<file path="config.mk">
export PLATFORM = sky130hd
export DESIGN_NAME = branch_resolve_queue_flat
export DESIGN_NICKNAME = d
export VERILOG_FILES = /design/src/rtl/bp_pkg.sv /design/src/rtl/branch_resolve_queue_if.sv /design/src/rtl/bp_fifo.sv /design/src/rtl/branch_resolve_queue.sv /design/src/flat_wrapper.sv
export SDC_FILE = /design/constraint.sdc
export NUM_CORES = 1
export LEC_CHECK = 0
export ABC_AREA = 1
export ABC_CLOCK_PERIOD_IN_PS = 8530
export CAP_MARGIN = 10
export CORE_MARGIN = 10
export CORE_UTILIZATION = 58
export CTS_CLUSTER_DIAMETER = 30
export DETAILED_ROUTE_END_ITERATION = 6
export PLACE_DENSITY = 0.92
export SYNTH_ARGS = -nofsm -noshare
export SYNTH_HDL_FRONTEND = slang
export SYNTH_HIERARCHICAL = 1
export SYNTH_SLANG_ARGS = --single-unit
</file>
<file path="constraint.sdc">
create_clock -name clk -period 8.53 [get_ports clk]
set_clock_uncertainty 0.1 [all_clocks]
set_input_delay 1.706 -clock clk [delete_from_list [all_inputs] [get_ports clk]]
set_output_delay 1.706 -clock clk [all_outputs]
set_load 0.01 [all_outputs]
</file>
<file path="src/rtl/bp_pkg.sv">
// Shared definitions for the branch resolve queue.
//   PC_W_DEF   : default program-counter width
//   CNT_W_DEF  : default statistics counter width
//   INSN_BYTES : fall-through distance to the next sequential fetch PC
//   bp_entry_t : layout of one in-flight prediction at the default PC width.
//                Queue storage packs the same {pc, taken} order at any PC_W.
package bp_pkg;
  localparam int unsigned PC_W_DEF   = 32;
  localparam int unsigned CNT_W_DEF  = 16;
  localparam int unsigned INSN_BYTES = 4;

  typedef struct packed {
    logic [PC_W_DEF-1:0] pc;
    logic                taken;
  } bp_entry_t;
endpackage

</file>
<file path="src/rtl/branch_resolve_queue_if.sv">
// Fetch/execute/predictor-facing bundle of the branch resolve queue.
//   pred_*         : prediction push from fetch (pred_ready back-pressure)
//   res_*          : resolution of the oldest in-flight branch from execute
//   upd_*          : registered training update to the predictor
//   flush/redirect : one-cycle mispredict pulse with corrected fetch PC
//   count, branch_cnt, mispredict_cnt, res_err : status and statistics
// master = surrounding pipeline, slave = queue.
interface branch_resolve_queue_if #(
  parameter int unsigned DEPTH = 4,
  parameter int unsigned PC_W  = 32,
  parameter int unsigned CNT_W = 16
);
  localparam int unsigned CW = $clog2(DEPTH) + 1;

  logic            pred_valid;
  logic            pred_taken;
  logic [PC_W-1:0] pred_pc;
  logic            pred_ready;
  logic            res_valid;
  logic            res_taken;
  logic [PC_W-1:0] res_target;
  logic            upd_valid;
  logic            upd_taken;
  logic [PC_W-1:0] upd_pc;
  logic            flush;
  logic [PC_W-1:0] redirect_pc;
  logic [CW-1:0]   count;
  logic [CNT_W-1:0] branch_cnt;
  logic [CNT_W-1:0] mispredict_cnt;
  logic            res_err;

  modport master (
    output pred_valid, pred_taken, pred_pc, res_valid, res_taken, res_target,
    input  pred_ready, upd_valid, upd_taken, upd_pc, flush, redirect_pc,
           count, branch_cnt, mispredict_cnt, res_err
  );

  modport slave (
    input  pred_valid, pred_taken, pred_pc, res_valid, res_taken, res_target,
    output pred_ready, upd_valid, upd_taken, upd_pc, flush, redirect_pc,
           count, branch_cnt, mispredict_cnt, res_err
  );
endinterface

</file>
<file path="src/rtl/bp_fifo.sv">
// Generic DEPTH x W synchronous FIFO with show-ahead head data.
//   clk, rst_n : clock, asynchronous active-low reset
//   push, din  : write request (ignored when full or clearing)
//   pop        : read request (ignored when empty)
//   clear      : drop all entries; takes priority over push/pop
//   full, empty, count, head : occupancy status and oldest entry
module bp_fifo #(
  parameter int unsigned DEPTH = 4,
  parameter int unsigned W     = 33
) (
  input  logic                       clk,
  input  logic                       rst_n,
  input  logic                       push,
  input  logic [W-1:0]               din,
  input  logic                       pop,
  input  logic                       clear,
  output logic                       full,
  output logic                       empty,
  output logic [$clog2(DEPTH):0]     count,
  output logic [W-1:0]               head
);
  localparam int unsigned PW = $clog2(DEPTH);
  localparam int unsigned CW = PW + 1;

  logic [W-1:0]  r_mem [DEPTH];
  logic [PW-1:0] r_wr_ptr;
  logic [PW-1:0] r_rd_ptr;
  logic [CW-1:0] r_count;
  logic          w_push_ok;
  logic          w_pop_ok;

  assign full      = (r_count == CW'(DEPTH));
  assign empty     = (r_count == '0);
  assign count     = r_count;
  assign head      = r_mem[r_rd_ptr];
  assign w_push_ok = push && !full && !clear;
  assign w_pop_ok  = pop && !empty;

  always_ff @(posedge clk) begin
    if (w_push_ok) r_mem[r_wr_ptr] <= din;
  end

  // Clear empties the queue by snapping the read pointer onto the write
  // pointer; a simultaneous push is discarded so wr_ptr stays put.
  always_ff @(posedge clk or negedge rst_n) begin
    if (!rst_n) begin
      r_wr_ptr <= '0;
      r_rd_ptr <= '0;
      r_count  <= '0;
    end else if (clear) begin
      r_rd_ptr <= r_wr_ptr;
      r_count  <= '0;
    end else begin
      if (w_push_ok) r_wr_ptr <= r_wr_ptr + PW'(1);
      if (w_pop_ok)  r_rd_ptr <= r_rd_ptr + PW'(1);
      case ({w_push_ok, w_pop_ok})
        2'b10:   r_count <= r_count + CW'(1);
        2'b01:   r_count <= r_count - CW'(1);
        default: r_count <= r_count;
      endcase
    end
  end
endmodule

</file>
<file path="src/rtl/branch_resolve_queue.sv">
// In-order queue of branch predictions awaiting resolution. On each resolve
// the oldest entry is compared with the actual outcome; the result drives a
// registered predictor training update, a one-cycle flush/redirect on
// mispredict, and saturating branch/mispredict statistics.
//   clk, reset_n : clock, asynchronous active-low reset
//   bus          : branch_resolve_queue_if slave (pred/res in, upd/flush/status out)
module branch_resolve_queue
  import bp_pkg::*;
#(
  parameter int unsigned DEPTH = 4,
  parameter int unsigned PC_W  = PC_W_DEF,
  parameter int unsigned CNT_W = CNT_W_DEF
) (
  input  logic                   clk,
  input  logic                   reset_n,
  branch_resolve_queue_if.slave  bus
);
  localparam int unsigned CW = $clog2(DEPTH) + 1;
  localparam int unsigned EW = PC_W + 1;

  logic [EW-1:0]    w_head;
  logic [PC_W-1:0]  w_head_pc;
  logic             w_head_taken;
  logic             w_full;
  logic             w_empty;
  logic [CW-1:0]    w_count;
  logic             w_ready;
  logic             w_push;
  logic             w_pop;
  logic             w_mis;
  logic [PC_W-1:0]  w_redirect;

  logic             r_upd_valid;
  logic             r_upd_taken;
  logic [PC_W-1:0]  r_upd_pc;
  logic             r_flush;
  logic [PC_W-1:0]  r_redirect_pc;
  logic [CNT_W-1:0] r_branch_cnt;
  logic [CNT_W-1:0] r_mispredict_cnt;
  logic             r_res_err;

  // No bypass when full: readiness depends only on registered state.
  assign w_ready      = !w_full && !r_flush;
  assign w_push       = bus.pred_valid && w_ready;
  assign w_pop        = bus.res_valid && !w_empty;
  assign w_head_pc    = w_head[EW-1:1];
  assign w_head_taken = w_head[0];
  assign w_mis        = w_pop && (w_head_taken != bus.res_taken);
  assign w_redirect   = bus.res_taken ? bus.res_target
                                      : w_head_pc + PC_W'(INSN_BYTES);

  // A mispredict makes every younger entry wrong-path, so the pop that
  // detects it also clears the queue.
  bp_fifo #(
    .DEPTH (DEPTH),
    .W     (EW)
  ) u_fifo (
    .clk   (clk),
    .rst_n (reset_n),
    .push  (w_push),
    .din   ({bus.pred_pc, bus.pred_taken}),
    .pop   (w_pop),
    .clear (w_mis),
    .full  (w_full),
    .empty (w_empty),
    .count (w_count),
    .head  (w_head)
  );

  always_ff @(posedge clk or negedge reset_n) begin
    if (!reset_n) begin
      r_upd_valid      <= 1'b0;
      r_upd_taken      <= 1'b0;
      r_upd_pc         <= '0;
      r_flush          <= 1'b0;
      r_redirect_pc    <= '0;
      r_branch_cnt     <= '0;
      r_mispredict_cnt <= '0;
      r_res_err        <= 1'b0;
    end else begin
      r_upd_valid <= w_pop;
      r_flush     <= w_mis;
      if (w_pop) begin
        r_upd_taken <= bus.res_taken;
        r_upd_pc    <= w_head_pc;
        if (r_branch_cnt != '1) r_branch_cnt <= r_branch_cnt + CNT_W'(1);
      end
      // redirect_pc only moves on a mispredict so it holds while flush=0.
      if (w_mis) begin
        r_redirect_pc <= w_redirect;
        if (r_mispredict_cnt != '1) r_mispredict_cnt <= r_mispredict_cnt + CNT_W'(1);
      end
      if (bus.res_valid && w_empty) r_res_err <= 1'b1;
    end
  end

  assign bus.pred_ready     = w_ready;
  assign bus.upd_valid      = r_upd_valid;
  assign bus.upd_taken      = r_upd_taken;
  assign bus.upd_pc         = r_upd_pc;
  assign bus.flush          = r_flush;
  assign bus.redirect_pc    = r_redirect_pc;
  assign bus.count          = w_count;
  assign bus.branch_cnt     = r_branch_cnt;
  assign bus.mispredict_cnt = r_mispredict_cnt;
  assign bus.res_err        = r_res_err;
endmodule

</file>
<file path="src/flat_wrapper.sv">
// flat-port wrapper written by rule: the top's interface ports become plain ports
module branch_resolve_queue_flat import bp_pkg::*;
#(
  parameter int unsigned DEPTH = 4,
  parameter int unsigned PC_W  = PC_W_DEF,
  parameter int unsigned CNT_W = CNT_W_DEF
)
  (clk, reset_n, bus_pred_valid, bus_pred_taken, bus_pred_pc, bus_res_valid, bus_res_taken, bus_res_target, bus_pred_ready, bus_upd_valid, bus_upd_taken, bus_upd_pc, bus_flush, bus_redirect_pc, bus_count, bus_branch_cnt, bus_mispredict_cnt, bus_res_err);
  branch_resolve_queue_if #(.DEPTH(DEPTH), .PC_W(PC_W), .CNT_W(CNT_W)) bus_i ();
  input  logic clk;
  input  logic reset_n;
  input wire logic [$bits(bus_i.pred_valid)-1:0] bus_pred_valid;
  input wire logic [$bits(bus_i.pred_taken)-1:0] bus_pred_taken;
  input wire logic [$bits(bus_i.pred_pc)-1:0] bus_pred_pc;
  input wire logic [$bits(bus_i.res_valid)-1:0] bus_res_valid;
  input wire logic [$bits(bus_i.res_taken)-1:0] bus_res_taken;
  input wire logic [$bits(bus_i.res_target)-1:0] bus_res_target;
  output wire logic [$bits(bus_i.pred_ready)-1:0] bus_pred_ready;
  output wire logic [$bits(bus_i.upd_valid)-1:0] bus_upd_valid;
  output wire logic [$bits(bus_i.upd_taken)-1:0] bus_upd_taken;
  output wire logic [$bits(bus_i.upd_pc)-1:0] bus_upd_pc;
  output wire logic [$bits(bus_i.flush)-1:0] bus_flush;
  output wire logic [$bits(bus_i.redirect_pc)-1:0] bus_redirect_pc;
  output wire logic [$bits(bus_i.count)-1:0] bus_count;
  output wire logic [$bits(bus_i.branch_cnt)-1:0] bus_branch_cnt;
  output wire logic [$bits(bus_i.mispredict_cnt)-1:0] bus_mispredict_cnt;
  output wire logic [$bits(bus_i.res_err)-1:0] bus_res_err;
  assign bus_i.pred_valid = bus_pred_valid;
  assign bus_i.pred_taken = bus_pred_taken;
  assign bus_i.pred_pc = bus_pred_pc;
  assign bus_i.res_valid = bus_res_valid;
  assign bus_i.res_taken = bus_res_taken;
  assign bus_i.res_target = bus_res_target;
  assign bus_pred_ready = bus_i.pred_ready;
  assign bus_upd_valid = bus_i.upd_valid;
  assign bus_upd_taken = bus_i.upd_taken;
  assign bus_upd_pc = bus_i.upd_pc;
  assign bus_flush = bus_i.flush;
  assign bus_redirect_pc = bus_i.redirect_pc;
  assign bus_count = bus_i.count;
  assign bus_branch_cnt = bus_i.branch_cnt;
  assign bus_mispredict_cnt = bus_i.mispredict_cnt;
  assign bus_res_err = bus_i.res_err;
  branch_resolve_queue #(.DEPTH(DEPTH), .PC_W(PC_W), .CNT_W(CNT_W)) u_core (.clk(clk), .reset_n(reset_n), .bus(bus_i));
endmodule
</file>
==> results of run 1 <==
-- cell type report --
| cell class | instances | area, um2 | share of cell area [%] |
|---|---|---|---|
| multi-input combinational | 794 | 3710 | 26.2 |
| inverter | 86 | 325 | 2.29 |
| sequential | 239 | 6640 | 46.8 |
| clock buffer | 55 | 1200 | 8.48 |
| timing repair buffer | 180 | 1780 | 12.6 |
| clock inverter | 21 | 234 | 1.65 |
| tap | 234 | 293 | 2.06 |
-- state kept, by name, indices dropped and copies added, names as in the netlist --
register / flops
u_core/bus.flush: 1
u_core/bus.upd_valid: 1
u_core/u_fifo/r_rd_ptr: 2
u_core/u_fifo/r_mem: 132
u_core/bus.redirect_pc: 32
u_core/bus.upd_taken: 1
u_core/u_fifo/count: 3
u_core/bus.res_err: 1
u_core/bus.upd_pc: 32
u_core/bus.mispredict_cnt: 16
u_core/u_fifo/r_wr_ptr: 2
u_core/bus.branch_cnt: 16
-- kinds of logic (layout without fill, tap and decap cells) --
group                      count (synthesis)  after routing  share of synthesized area [%]
adders and majority gates                  8              8                          0.990
xor gates and xnor gates                  23             23                           1.85
and+or+nand+nor                          571            571                           21.8
DFF                                      239            239                           61.1
AOI/OAI and AO/OA                        192            192                           9.45
buffers and inverters                    129            342                           4.84
-- power breakdown --
group	total, mW	switching (mW)	internal [mW]
Combinational	2.04	1.30	0.742
Clock	1.67	0.554	1.12
Sequential	1.76	0.206	1.56
Total	5.47	2.06	3.41
-- tightest hold or removal path, cell delays in order, from the launching register on --
cell                      delay, ns
sky130_fd_sc_hd__dfrtp_1       0.33
sky130_fd_sc_hd__nand2_1       0.06
sky130_fd_sc_hd__nand2_1       0.05
-- per-layer routing --
layer  routed length (um)  vias to the layer above  part of all wire (%)
met4                  897                        0                   2.8
met2                15500                      585                    49
li1                     -                     4251                     -
met3                 3720                       83                    12
met1                11700                     4407                    37
met5                    0                        -                     0
-- through the flow --
| stage | instances | cell area, um2 | hold WS [ns] | util (%) | setup WS [ns] |
|---|---|---|---|---|---|
| after CTS | 1609 | 14200 | 0.379 | 76.4 | 3.56 |
| final | 1609 | 14200 | 0.379 | 76.4 | 3.50 |
| after detailed placement | 1533 | 12800 | 0.355 | 68.6 | 3.07 |
| after floorplan | 1162 | 10900 | 0.393 | - | 3.99 |
| after global placement | 1533 | 12800 | 0.345 | 68.6 | 3.19 |
| after global routing | 1609 | 14200 | 0.405 | 76.4 | 3.08 |
-- cell usage after synthesis (10+ instances only) --
cell and instances:
sky130_fd_sc_hd__nand2_1 296, sky130_fd_sc_hd__xnor2_1 10, sky130_fd_sc_hd__xor2_1 13, sky130_fd_sc_hd__nor2_1 171, sky130_fd_sc_hd__nand3_1 61, sky130_fd_sc_hd__o21ai_1 37, sky130_fd_sc_hd__edfxtp_1 132, sky130_fd_sc_hd__o22ai_1 33
sky130_fd_sc_hd__o21ai_0 109, sky130_fd_sc_hd__clkbuf_1 27, sky130_fd_sc_hd__dfrtp_1 107, sky130_fd_sc_hd__nor3_1 10, sky130_fd_sc_hd__buf_2 10, sky130_fd_sc_hd__inv_1 77
-- worst paths after layout --
path | end | slack (ns) | start | cells past startpoint
max in group asynchronous | u_core/bus.upd_pc[8] | 6.02 | reset_n | 2
min | u_core/bus.redirect_pc[22] | 0.38 | u_core/bus.redirect_pc[22] | 2
min reg2reg | u_core/bus.redirect_pc[22] | 0.38 | u_core/bus.redirect_pc[22] | 2
max reg2reg | u_core/u_fifo/count[2] | 3.60 | u_core/u_fifo/r_rd_ptr[0] | 19
min in group asynchronous | u_core/u_fifo/r_rd_ptr[0] | 1.09 | reset_n | 1
max | u_core/u_fifo/count[2] | 3.50 | bus_res_valid | 18
==> run summary, run 1 <==
The met1 demand-to-capacity share in global routing came out at 30.6%. For this design the ratio of total power to cell area is 386 mW/mm2. In this run the worst path has a maximum fanout of 63. The synthesized netlist net count is roughly 1200. The maximum number of pins on one net before global-route repair is 70.

The number of diodes is 0. The number of antenna violations at the first check in global routing is 0. The placeable core area is between 0.015 and 0.02 mm2. The placer congestion estimate came out at 0.892.

The count of nets left with antenna violations after detail routing is 0. The post-synthesis instance area came out at 0.0109 mm2. The remaining global-route overflow came out at 0. In the global route stage, overall resource usage came out at approximately a quarter. The number of unique standard cell types used by synthesis came out at 37. The ratio of cells with drive above 1 in the final layout is 7.93%. A synthesized cell averages about 9.4 um2. Together, buffers and inverters on the worst path number 6.

The die area is 0.0246 mm2. The run finished with clean final reports. The remaining design rule violation count came out at 0. In the synthesized netlist the async set-or-reset flop fraction comes to around 45%. The routed wirelength normalized by instance count is 19.8 um. STA puts the critical path data arrival time at 5.33 ns.

The H-tree was split into 2 levels. After routing, the total negative slack on setup checks comes to 0 ns. TritonCTS built the clock tree. The final layout net count came out at 1422.

The actual slew at the worst max-slew pin is between 1 and 1.5 ns. The number of vias per cell came out at 5.80. The starting density of the core came out at 58.5%. The vertical extent of the die is approximately 160 um. In this run, synthesis inferred 132 flip-flops with an integrated enable. The worst setup path is of the in -> reg kind. The horizontal die dimension is about 160 um. The clock buffer count from CTS came out at 43. The maximum single-stage delay on the critical path is 0.67 ns. The maximum clock insertion buffer count came out at 3. The most frequently used flop master after synthesis is sky130_fd_sc_hd__edfxtp_1. The total number of placement rows is 50. The share of the clock period used by the worst path is 58.9%. The sequential share of the synthesized area is 61.1%. The worst setup path is captured at a flop. Detailed placement finished with a half-perimeter wire length of 20500 um.

The top cell types in the final layout, fill and taps aside, are sky130_fd_sc_hd__nand2_1 (296), sky130_fd_sc_hd__clkdlybuf4s50_1 (172), sky130_fd_sc_hd__nor2_1 (167), sky130_fd_sc_hd__edfxtp_1 (132), sky130_fd_sc_hd__o21ai_0 (109). Relative to the synthesized area, the layout overhead comes to 30.6%. The number of cells upsized or downsized after cts is 0. The max-slew violation count is 0.

The peak ir drop on the vdd network came out at 0.188 mV. Counting the fill cells in the layout gives 1132. The maximum operating frequency came out at 0.199 GHz.

The worst min-delay path category is reg -> reg. The total count of hold-check failures in the final report came out at 0. Setup repair after global routing left no endpoint under its margin. The final number of setup-violating endpoints is 0. The via count of the first global-routing pass came out at 9096. The clock insertion delay at the later pin of the skew report came out at 0.51 ns. The standby leakage power is 5.78 nW.

The leading cell type in the layout, fill and taps excluded is sky130_fd_sc_hd__nand2_1. After clock tree synthesis, the clock-pin slew on the worst setup and hold paths is roughly 0.05 ns. The number of top-level pins is 174.

The number of sinks driven by the clock tree is 239. Hold repair after CTS inserted 0 buffers. The proportion of netlist area held by the largest area contributor came out at 36.5%.

By area the synthesized netlist is led by sky130_fd_sc_hd__edfxtp_1 (36%), sky130_fd_sc_hd__dfrtp_1 (25%), sky130_fd_sc_hd__nand2_1 (10%). The pre-antenna-repair detailed-routing pass consisted of 7 iterations. The count of buffers added by post-CTS timing repair for setup is 0.

The first global-routing pass estimated 48500 um of wire. In this run the most used layer during global routing was met2. STA classifies the critical path startpoint as an input port. After the first detailed-routing iteration, the DRC count stood at 1049.

The number of max-cap violations came out at 0. The number of buffer cells added on primary ports is 173. On the critical path the largest part of the delay comes from simple AND/OR/NAND/NOR gates. Walking the worst path, the cells encountered are clkdlybuf4s50_1 > inv_1 > nor2_4 > inv_4 > nor2_4 > nand2_2 > inv_2 > nor2_1 > nand2_4 > nand2_4 > inv_1 > fa_1 > xnor2_1 > inv_1 > nand2_1 > nand2_1 > nand3_1 > nand2_1. The required time of the critical path is 8.83 ns. After layout, the design draws a total of 5.47 mW.

The minimum clock period came out at 5.03 ns. The largest individual stage delay along the critical path comes from the cell sky130_fd_sc_hd__nand2_2. The final layout contains routed wiring with a total length of 31900 um. The flip-flop and latch count after synthesis is ~240. The normalized max-slew margin came out at 27.1%.

In the global route stage, met2 resource usage came out at 42.4%. The global-route met3 utilization came out at 5.93%. The number of warning messages in the yosys log is 6.

In this run the clock root is driven by a sky130_fd_sc_hd__clkbuf_16. The most area-hungry cell type in the Yosys netlist is sky130_fd_sc_hd__edfxtp_1. The cell count after synthesis came out at 1162. Detailed routing inserted a total of 9326 vias.
Note: power is estimated with default switching activity, not from simulation.
==> run 2, diff against run 1 <==
- ABC_CLOCK_PERIOD_IN_PS: 8530 -> 4900
- CORE_UTILIZATION: 58 -> 54
- PLACE_DENSITY: 0.92 -> 0.87
- clock period: 8.53 -> 4.9 ns (I/O delays scaled with it)
==> run summary, run 2 (synthesized netlist as in run 1, its figures left out) <==
The flow ran to the end, and the final reports show no timing, DRC or antenna violations. The area of combinational cells with multiple inputs is 0.00371 mm2 (unchanged). The clock slew at the register clock pins of the worst setup and hold paths came out at 0.05 ns (about the same). The critical path is of the in -> reg type. The startpoint of the worst setup timing path is bus_res_valid. The total power came out at 9.96 mW (+82%). The estimated wirelength of the detail-placed design came out at 21100 um (+2.8%). The reg2reg setup slack is 1.57 ns (-2.03 ns). The peak ir drop on the vdd network came out at 0.425 mV (+130%). The final standard cell utilization of the core came out at 73.5% (-2.9 points). The total iterations of the first detailed-routing run is 6 (-1). The startpoint of the worst-slack reg-to-reg timing path is u_core/u_fifo/r_rd_ptr[0]. The total number of placement rows came out at 51 (+2.0%).

The placer congestion estimate came out at 0.940 (+5.3%). The length in cells of the worst reg-to-reg path is 13 (-6). The maximum clock insertion buffer count was 3 (unchanged). The count of hold-fix buffers inserted at cts is 0 (unchanged). The sequential standard cell area is 0.00664 mm2 (unchanged).

The wire length of the first global-routing pass was 50200 um (+3.4%). The number of vias per cell is 5.71 (-1.5%). The share of the clock period used by the worst path is approximately 69%. The layout filler cell count came out at 1269 (+12%). The number of cells upsized or downsized after cts came out at 0 (unchanged). The via count came out at 9403 (+0.83%). The number of diodes came out at 0 (unchanged). The ratio of cells with drive above 1 in the final layout came to 8.61% (+0.68 points). The flip-flop count of the largest register, all copies and words added is 132 (unchanged). The remaining design rule violation count is 0 (unchanged).

The final setup slack of the worst path came out at 1.52 ns (-1.98 ns). STA classifies the critical path endpoint as a flop. The horizontal die dimension came out at 162 um (+3.2%).

The clock insertion delay at the later pin of the skew report is 0.52 ns (about the same). The maximum operating frequency came out at between 0.2 and 0.3 GHz. In this run the critical register-to-register path is captured at u_core/bus.redirect_pc[30]. The library cell used most frequently in the layout, excluding fill and tap cells, is sky130_fd_sc_hd__nand2_1. The register name with the most flops is u_core/u_fifo/r_mem. The normalized max-slew margin is 36.7% (+9.6 points). The root buffer cell chosen for the clock tree is sky130_fd_sc_hd__clkbuf_16.

The standby leakage power came to 5.87 nW (+1.6%). The category of the worst setup path launch point is an input port. The starting density of the core is 55.3% (-3.2 points). The clock buffer count from CTS is 45 (+4.7%). The vertical extent of the die is 162 um (+3.2%). The remaining global-route overflow came out at 0 (unchanged). The number of buffer cells added on primary ports is 173 (unchanged). The critical path endpoint is u_core/u_fifo/count[2]. The maximum level of the CTS H-tree is 2 (unchanged). The max-slew violation count came out at 0 (unchanged). The placeable core area came out at 0.0197 mm2 (+5.8%).

The via count of the first global-routing pass came out at 9185 (+0.98%). The die area is 0.0262 mm2 (+6.4%). The final number of setup-violating endpoints was 0 (unchanged).

The number of sinks driven by the clock tree came out at 239 (unchanged). The number of antenna violations at the first check in global routing came out at 0 (unchanged). The setup TNS after final layout is 0 ns (unchanged). The global routing usage summed across all routing layers is 23.9% (-1.2 points). In the layout the commonest cells are sky130_fd_sc_hd__nand2_1 (296), sky130_fd_sc_hd__clkdlybuf4s50_1 (172), sky130_fd_sc_hd__nor2_1 (167), sky130_fd_sc_hd__edfxtp_1 (132), sky130_fd_sc_hd__o21ai_0 (109).

The final wirelength came out at 32600 um (+2.2%). The layout overhead on the synthesized area came out at 32.9%. The number of max-cap violations came out at 0 (unchanged). The required time of the critical path is 5.20 ns (-3.63 ns). The highest net fanout along the worst path was 63 (unchanged).

The worst hold path belongs to the class reg -> reg. The routed wirelength normalized by instance count is 19.8 um (-0.15%). The placement-stage worst setup slack is 0.998 ns (-2.07 ns). TritonCTS built the clock tree. The minimum clock period came out at 3.38 ns. The count of buffers added by post-CTS timing repair for setup is 0 (unchanged). The number of top-level pins came out at 174 (unchanged). The actual slew at the worst max-slew pin was 0.948 ns (-0.143 ns). The data arrival time at the worst-slack endpoint is 3.68 ns (-1.65 ns). The maximum number of pins on one net before global-route repair came out at 75 (+7.1%). The total count of hold-check failures in the final report is 0 (unchanged).

The count of nets left with antenna violations after detail routing is 0 (unchanged). The power per standard cell area is 689 mW/mm2 (+79%). The final layout net count came out at 1427 (+0.35%). Setup repair after global routing left no endpoint under its margin. The DRC violation total after the first TritonRoute iteration came out at 1026 (-2.2%).
-- run 2: area by class of cell --
type	count	share of cell area, %
Clock buffer	49	7.97
Sequential cell	239	46.0
Timing Repair Buffer	183	12.6
Tap cell	265	2.30
Inverter	86	2.25
Multi-Input combinational cell	794	25.7
Clock inverter	31	3.23
-- run 2: how the worst min path moves through the flow --
stage	start	end	slack [ns]	cells after the start
floorplan	u_core/bus.res_err	u_core/bus.res_err	0.39	1
global placement	u_core/bus.res_err	u_core/bus.res_err	0.34	1
detailed placement	u_core/bus.res_err	u_core/bus.res_err	0.35	1
CTS	u_core/bus.res_err	u_core/bus.res_err	0.36	1
global route	u_core/bus.res_err	u_core/bus.res_err	0.38	1
finish	u_core/bus.res_err	u_core/bus.res_err	0.36	1
-- run 2: routing by layer --
metal | vias to the layer above | routed length, um | global-route usage (%)
li1 | 4259 | - | -
met1 | 4456 | 12300 | 30.8
met2 | 610 | 15900 | 39.4
met3 | 78 | 3750 | 5.69
met4 | 0 | 650 | 6.74
met5 | - | 0 | 0
-- run 2: where the power goes --
group          internal (mW)  switching, mW  total (mW)
clock network           2.24           1.06        3.30
registers               2.71          0.348        3.06
logic                   1.30           2.30        3.60
total                   6.25           3.71        9.96
-- run 2: worst max-delay path, cell delays in order --
cell                              delay [ns]
sky130_fd_sc_hd__clkdlybuf4s50_1        0.42
sky130_fd_sc_hd__inv_1                  0.10
sky130_fd_sc_hd__nor2_4                 0.09
sky130_fd_sc_hd__inv_4                  0.41
sky130_fd_sc_hd__nor2_4                 0.04
sky130_fd_sc_hd__nand2_2                0.08
sky130_fd_sc_hd__inv_2                  0.14
sky130_fd_sc_hd__nor2_1                 0.22
sky130_fd_sc_hd__nand2_4                0.14
sky130_fd_sc_hd__nand2_4                0.12
sky130_fd_sc_hd__inv_1                  0.05
sky130_fd_sc_hd__fa_1                   0.38
sky130_fd_sc_hd__xnor2_1                0.21
sky130_fd_sc_hd__inv_1                  0.07
sky130_fd_sc_hd__nand2_1                0.06
sky130_fd_sc_hd__nand2_1                0.04
sky130_fd_sc_hd__nand3_1                0.06
sky130_fd_sc_hd__nand2_1                0.05
-- run 2: through the flow --
step / hold WS [ns] / cell area (um2) / std cells
2_1_floorplan: 0.393 / 10900 / 1162
3_3_place_gp: 0.338 / 12800 / 1567
3_5_place_dp: 0.353 / 12800 / 1567
4_1_cts: 0.363 / 14400 / 1647
5_1_grt: 0.376 / 14400 / 1647
6_report: 0.364 / 14400 / 1647
